==> src/rtl/dadda_pkg.sv <==
// Shared definitions for the 8x8 Dadda multiplier wrapper and its
// multiply-accumulate back end: operand/product widths and FSM state encoding.
package dadda_pkg;

  localparam int PROD_W = 16;
  localparam int OPND_W = 8;

  typedef enum logic [1:0] {
    IDLE = 2'd0,
    ACC  = 2'd1,
    DONE = 2'd2
  } state_e;

endpackage

==> src/rtl/dadda_mac_acc_if.sv <==
// Handshake bundle between a product source/result consumer (master) and the
// dadda_mac_acc accumulator (slave).
interface dadda_mac_acc_if
  import dadda_pkg::*;
#(
  parameter int PW    = PROD_W,
  parameter int AW    = 24,
  parameter int CNT_W = 8
);

  logic             start;
  logic [CNT_W-1:0] len;
  logic             in_valid;
  logic             in_ready;
  logic [PW-1:0]    prod;
  logic             out_valid;
  logic             out_ready;
  logic [AW-1:0]    acc_out;
  logic             busy;
  logic             ovf;

  modport master (
    output start, len, in_valid, prod, out_ready,
    input  in_ready, out_valid, acc_out, busy, ovf
  );

  modport slave (
    input  start, len, in_valid, prod, out_ready,
    output in_ready, out_valid, acc_out, busy, ovf
  );

endinterface

==> src/rtl/dadda_acc_add.sv <==
// Combinational AW-bit accumulate adder with carry-out. With DADDA_MAC_SAT_EN
// defined the sum clamps to all ones on carry; otherwise it wraps modulo 2^AW.
module dadda_acc_add #(
  parameter int AW = 24,
  parameter int PW = 16
) (
  input  logic [AW-1:0] acc,
  input  logic [PW-1:0] prod,
  output logic [AW-1:0] sum,
  output logic          carry
);

  logic [AW:0] raw;

  assign raw   = {1'b0, acc} + (AW + 1)'(prod);
  assign carry = raw[AW];

`ifdef DADDA_MAC_SAT_EN
  // Once clamped, any further add carries again (or adds zero), so the clamp holds.
  assign sum = carry ? '1 : raw[AW-1:0];
`else
  assign sum = raw[AW-1:0];
`endif

endmodule

==> src/rtl/dadda_mac_acc.sv <==
// Sequential multiply-accumulate back end: sums `len` products into a wide
// register and holds the total under a valid/ready handshake. Optional
// saturation is selected with DADDA_MAC_SAT_EN (see dadda_acc_add).
module dadda_mac_acc
  import dadda_pkg::*;
#(
  parameter int PW    = PROD_W,
  parameter int AW    = 24,
  parameter int CNT_W = 8
) (
  input  logic           clk,
  input  logic           rst,
  dadda_mac_acc_if.slave bus
);

  state_e           state, state_nxt;
  logic [CNT_W-1:0] cnt;
  logic [AW-1:0]    acc;
  logic [AW-1:0]    sum;
  logic             carry;
  logic             ovf_q;
  logic             accept;
  logic             launch;

  assign accept = (state == ACC) && bus.in_valid;
  assign launch = (state == IDLE) && bus.start;

  dadda_acc_add #(.AW(AW), .PW(PW)) u_add (
    .acc   (acc),
    .prod  (bus.prod),
    .sum   (sum),
    .carry (carry)
  );

  // NOTE: sequential state uses non-blocking assignments so every register
  // samples pre-edge values; rst is in the sensitivity list to act asynchronously.
  always_ff @(posedge clk or posedge rst) begin
    if (rst) state <= IDLE;
    else     state <= state_nxt;
  end

  // NOTE: defaulting state_nxt before the case keeps every path assigned, so no latch.
  always_comb begin
    state_nxt = state;
    unique case (state)
      IDLE:    if (bus.start) state_nxt = (bus.len != '0) ? ACC : DONE;
      ACC:     if (accept && cnt == CNT_W'(1)) state_nxt = DONE;
      DONE:    if (bus.out_ready) state_nxt = IDLE;
      default: state_nxt = IDLE;
    endcase
  end

  // Accumulator, remaining count and sticky overflow; start outside IDLE is ignored.
  always_ff @(posedge clk or posedge rst) begin
    if (rst) begin
      acc   <= '0;
      cnt   <= '0;
      ovf_q <= 1'b0;
    end else if (launch) begin
      acc   <= '0;
      cnt   <= bus.len;
      ovf_q <= 1'b0;
    end else if (accept) begin
      acc <= sum;
      cnt <= cnt - CNT_W'(1);
      if (carry) ovf_q <= 1'b1;
    end
  end

  assign bus.in_ready  = (state == ACC);
  assign bus.out_valid = (state == DONE);
  assign bus.busy      = (state != IDLE);
  assign bus.acc_out   = acc;
  assign bus.ovf       = ovf_q;

endmodule

==> src/flat_wrapper.sv <==
// flat-port wrapper written by rule: the top's interface ports become plain ports
module dadda_mac_acc_flat import dadda_pkg::*;
#(
  parameter int PW    = PROD_W,
  parameter int AW    = 24,
  parameter int CNT_W = 8
)
  (clk, rst, bus_start, bus_len, bus_in_valid, bus_prod, bus_out_ready, bus_in_ready, bus_out_valid, bus_acc_out, bus_busy, bus_ovf);
  dadda_mac_acc_if #(.PW(PW), .AW(AW), .CNT_W(CNT_W)) bus_i ();
  input  logic clk;
  input  logic rst;
  input wire logic [$bits(bus_i.start)-1:0] bus_start;
  input wire logic [$bits(bus_i.len)-1:0] bus_len;
  input wire logic [$bits(bus_i.in_valid)-1:0] bus_in_valid;
  input wire logic [$bits(bus_i.prod)-1:0] bus_prod;
  input wire logic [$bits(bus_i.out_ready)-1:0] bus_out_ready;
  output wire logic [$bits(bus_i.in_ready)-1:0] bus_in_ready;
  output wire logic [$bits(bus_i.out_valid)-1:0] bus_out_valid;
  output wire logic [$bits(bus_i.acc_out)-1:0] bus_acc_out;
  output wire logic [$bits(bus_i.busy)-1:0] bus_busy;
  output wire logic [$bits(bus_i.ovf)-1:0] bus_ovf;
  assign bus_i.start = bus_start;
  assign bus_i.len = bus_len;
  assign bus_i.in_valid = bus_in_valid;
  assign bus_i.prod = bus_prod;
  assign bus_i.out_ready = bus_out_ready;
  assign bus_in_ready = bus_i.in_ready;
  assign bus_out_valid = bus_i.out_valid;
  assign bus_acc_out = bus_i.acc_out;
  assign bus_busy = bus_i.busy;
  assign bus_ovf = bus_i.ovf;
  dadda_mac_acc #(.PW(PW), .AW(AW), .CNT_W(CNT_W)) u_core (.clk(clk), .rst(rst), .bus(bus_i));
endmodule
==> config.mk <==
export PLATFORM = sky130hd
export DESIGN_NAME = dadda_mac_acc_flat
export DESIGN_NICKNAME = d
export VERILOG_FILES = /design/src/rtl/dadda_pkg.sv /design/src/rtl/dadda_mac_acc_if.sv /design/src/rtl/dadda_acc_add.sv /design/src/rtl/dadda_mac_acc.sv /design/src/flat_wrapper.sv
export SDC_FILE = /design/constraint.sdc
export NUM_CORES = 1
export LEC_CHECK = 0
export ABC_CLOCK_PERIOD_IN_PS = 2900
export CAP_MARGIN = 15
export CORE_UTILIZATION = 50
export DETAILED_ROUTE_END_ITERATION = 7
export PLACE_DENSITY = 0.85
export SKIP_LAST_GASP = 1
export SLEW_MARGIN = 30
export SYNTH_ARGS = -nofsm -noshare
export SYNTH_HDL_FRONTEND = slang
export SYNTH_SLANG_ARGS = --single-unit
==> constraint.sdc <==
create_clock -name clk -period 2.9 [get_ports clk]
set_input_delay 0.58 -clock clk [delete_from_list [all_inputs] [get_ports clk]]
set_output_delay 0.58 -clock clk [all_outputs]
set_load 0.01 [all_outputs]
==> results.md, run 1 <==
* Root Buffer: clkbuf_8
* Hold_buf cts at 0
* Initial DRC Count at 181
* Final wirelength at 6.130 mm
* Final Critical Period at 2.733 ns
* Kind of end point of the critical path: flip-flop
* Htree depth at 2
* Fin. Hold Viols at 0
* Final antenna-violating net count at 0
* Placed Area at 0.003055 mm²
* CTS buffer count at 5
* RSZ-0062 raised after global routing: false
* Syn Area/Cell at 8.981 µm²
* Area growth, synth to finish at 33.83%
* Clock Skews at 0.006482 ns
* PD cells at 887.3 mW/mm²
* Setup violations, final at 0
* CP Max Fanout at 3
* Share of cells above drive strength 1 at 9.009%
* Worst slew margin at 67.65%
* Critical path data required time at 3.08 ns
* Min-delay worst type: reg2reg
* Post-route DRC at 4
* Worst slack, placed at -0.1529 ns
* Post-CTS sizing at 0
* WS Path Type: in2reg
* Mapped Cells at 264
* Antenna cells at 0
* Crit-path cells: clkdlybuf4s50_1 -> ha_1 -> inv_1 -> fa_1 -> nand2b_1 -> a21oi_2 -> o31a_4 -> a32oi_4 -> o41ai_4 -> a21o_2 -> a21oi_1
* # rows at 24
* EDFF count, synth at 0
* Detailed placer's ending HPWL at 4.454 mm
* Die height at 70.86 µm
* Fin nets at 380
* Critical path's slowest cell: clkdlybuf4s50_1
* Initial Util at 53.35%
* Non-Filler Cell Area, Final at 0.003173 mm²
* Max frequency at 365.9 MHz
* Longest Clk Path Bufs at 2
* Fin util at 71.40%
* Die area at 0.005021 mm²
* Slew Viols, Final at 0
* Antenna violations before repair at 0
* CTS tree: built
* Clock sinks at 35
* WHS at 0.5143 ns
* First-pass DRT Iterations at 7
* GP Congestion at 0.9111
* CORE AREA at 0.004444 mm²
* Main synth FF type: dfrtp_1
* Clock latency on the worst-skew pair at 0.29 ns
* Slew @ Worst Pin at 0.4850 ns
* Number of buffers added on ports at 56
* Status: finished with violations
* Die Wd at 70.86 µm
* Yosys warns at 0
* Failing checks: design-rule violations
* Maximum vdd drop at 441.9 µV
* Leakage at 1.432 nW
* DR vias/cell at 5.896
* Sequential share of the synthesized area at 36.94%
* CP startpoint kind: primary input
* Slowest cell delay on critical path at 0.47 ns
* Io pins at 57
* Mapped cell area at 0.002371 mm²
* First-pass GRT wire length at 10.37 mm
* Seq cells post-synth at 35
* Netlist cell types at 51
* Total grt overflow at 0
* Vias in the first global route at 2185
* Total global-route track usage at 26.22%
* CTS clock-pin slew for the worst setup and hold paths at 0.07 ns
* Vias at 2270
* Async set-reset flop share out of synthesis at 100.0%
* Final WS setup at 0.1667 ns
* Wire per inst at 15.92 µm
* TNS Setup at 0 ns
* Synthesized net count at 312
* Largest net degree at the start of global routing at 36
* Critical Path AT at 2.92 ns
* Max-Cap Viols at 0
* Setup Buffers After CTS at 0
* Final period utilization at 94.25%
-- registers in the layout (all words and copies together), names as in the netlist --
register	flops
u_core.bus.acc_out	24
u_core.cnt	8
u_core.state	2
u_core.bus.ovf	1
-- placed cells by master (no fill, tap or decap), drive strengths merged, types with 2 or more instances in the layout --
cell type,Yosys,layout
xor2,6,6
dfrtp,35,35
inv,13,13
o22ai,3,3
nor4,2,2
xnor2,9,9
ha,18,18
a21o,5,5
clkbuf,5,6
nand2b,6,6
o21ai,29,29
o21bai,4,4
o211ai,2,2
a221o,3,3
mux2i,4,4
a22o,2,2
a32oi,2,2
nand4,5,5
nand3,7,7
a31oi,3,3
and2,3,3
a21oi,18,18
nand2,34,34
clkdlybuf4s50,0,56
buf,2,12
a32o,2,2
nor2,20,20
or4,3,3
nor3,3,3
-- worst max-delay path, delay by kind of cell --
family	cells	cell delay (ns)
AO/OA/AOI/OAI	6	1.07
adder cells (fa/ha/maj)	2	0.55
buffers and inverters	2	0.53
AND/OR/NAND/NOR	1	0.18
-- synth_stat cells (2+ instances only) --
cell type,number,share of area (%)
dfrtp_1,35,37
nand2_1,34,5.4
o21ai_0,26,5.5
nor2_1,20,3.2
ha_1,18,9.5
a21oi_1,16,3.4
inv_1,13,2.1
xnor2_1,9,3.3
nand3_1,7,1.5
nand2b_1,6,1.6
xor2_1,6,2.2
clkbuf_1,5,0.79
nand4_1,5,1.3
a21o_1,4,1.3
mux2i_1,4,1.7
o21bai_1,4,1.3
a221o_1,3,1.3
a31oi_1,3,0.79
nor3_1,3,0.63
o21ai_1,3,0.63
o22ai_1,3,0.79
or4_1,3,0.95
a21oi_2,2,0.74
a22o_1,2,0.74
a32o_1,2,0.84
and2_0,2,0.53
nor4_1,2,0.53
-- layer usage --
layer  vias to the layer above  part of all wire (%)  track usage (%)
li1                       1098                     -                -
met1                      1089                    46            36.23
met2                        72                    47            42.09
met3                        11                   5.5            4.701
met4                         0                   1.4            8.222
met5                         -                     0                0
-- through the flow --
stage	cells	total power [mW]
after floorplan	264	1.750
after global placement	377	2.263
after detailed placement	377	2.319
after CTS	385	2.803
after global routing	385	3.018
final	385	2.815
-- final timing paths --
check	startpoint	to	slack (ns)	depth (start not counted)
min reg2reg	u_core.bus.acc_out[6]	u_core.bus.acc_out[6]	0.51	2
max reg2reg	u_core.bus.acc_out[0]	u_core.bus.acc_out[22]	0.53	10
min	u_core.bus.acc_out[6]	u_core.bus.acc_out[6]	0.51	2
min in group asynchronous	rst	u_core.bus.acc_out[19]	0.68	3
max in group asynchronous	rst	u_core.bus.acc_out[3]	1.89	3
max	bus_prod[0]	u_core.bus.acc_out[22]	0.17	11
-- layout make-up --
type                       count  area, µm²
timing repair buffer          68      650.6
sequential                    35      875.8
clock buffer                   6      82.58
inverter                      13      48.80
fill                         352       1271
clock inverter                 2      35.03
multi-input combinational    209       1415
tap                           52      65.06
-- logic make-up (layout without fill, tap and decap cells) --
family	after synthesis	after routing	share of synthesized area, %
and+or+nand+nor	87	87	16.99
AOI/OAI and AO/OA	84	84	25.12
DFF	35	35	36.94
buffers and inverters	20	89	3.377
adders and majority gates	19	19	10.34
xor gates and xnor gates	15	15	5.541
muxes	4	4	1.689
-- power by group --
part | switching [mW] | internal (mW) | leakage (nW)
Combinational | 0.814 | 0.732 | 0.913
Sequential | 0.155 | 0.648 | 0.458
Clock | 0.188 | 0.278 | 0.0612
Total | 1.16 | 1.66 | 1.43
(Power assumes the default switching activity.)
==> run 2: changes to the inputs <==
SKIP_LAST_GASP = unset   (was 1)
==> results of run 2 <==
Same layout as run 1: the final DEF is identical, and so are final timing and power.
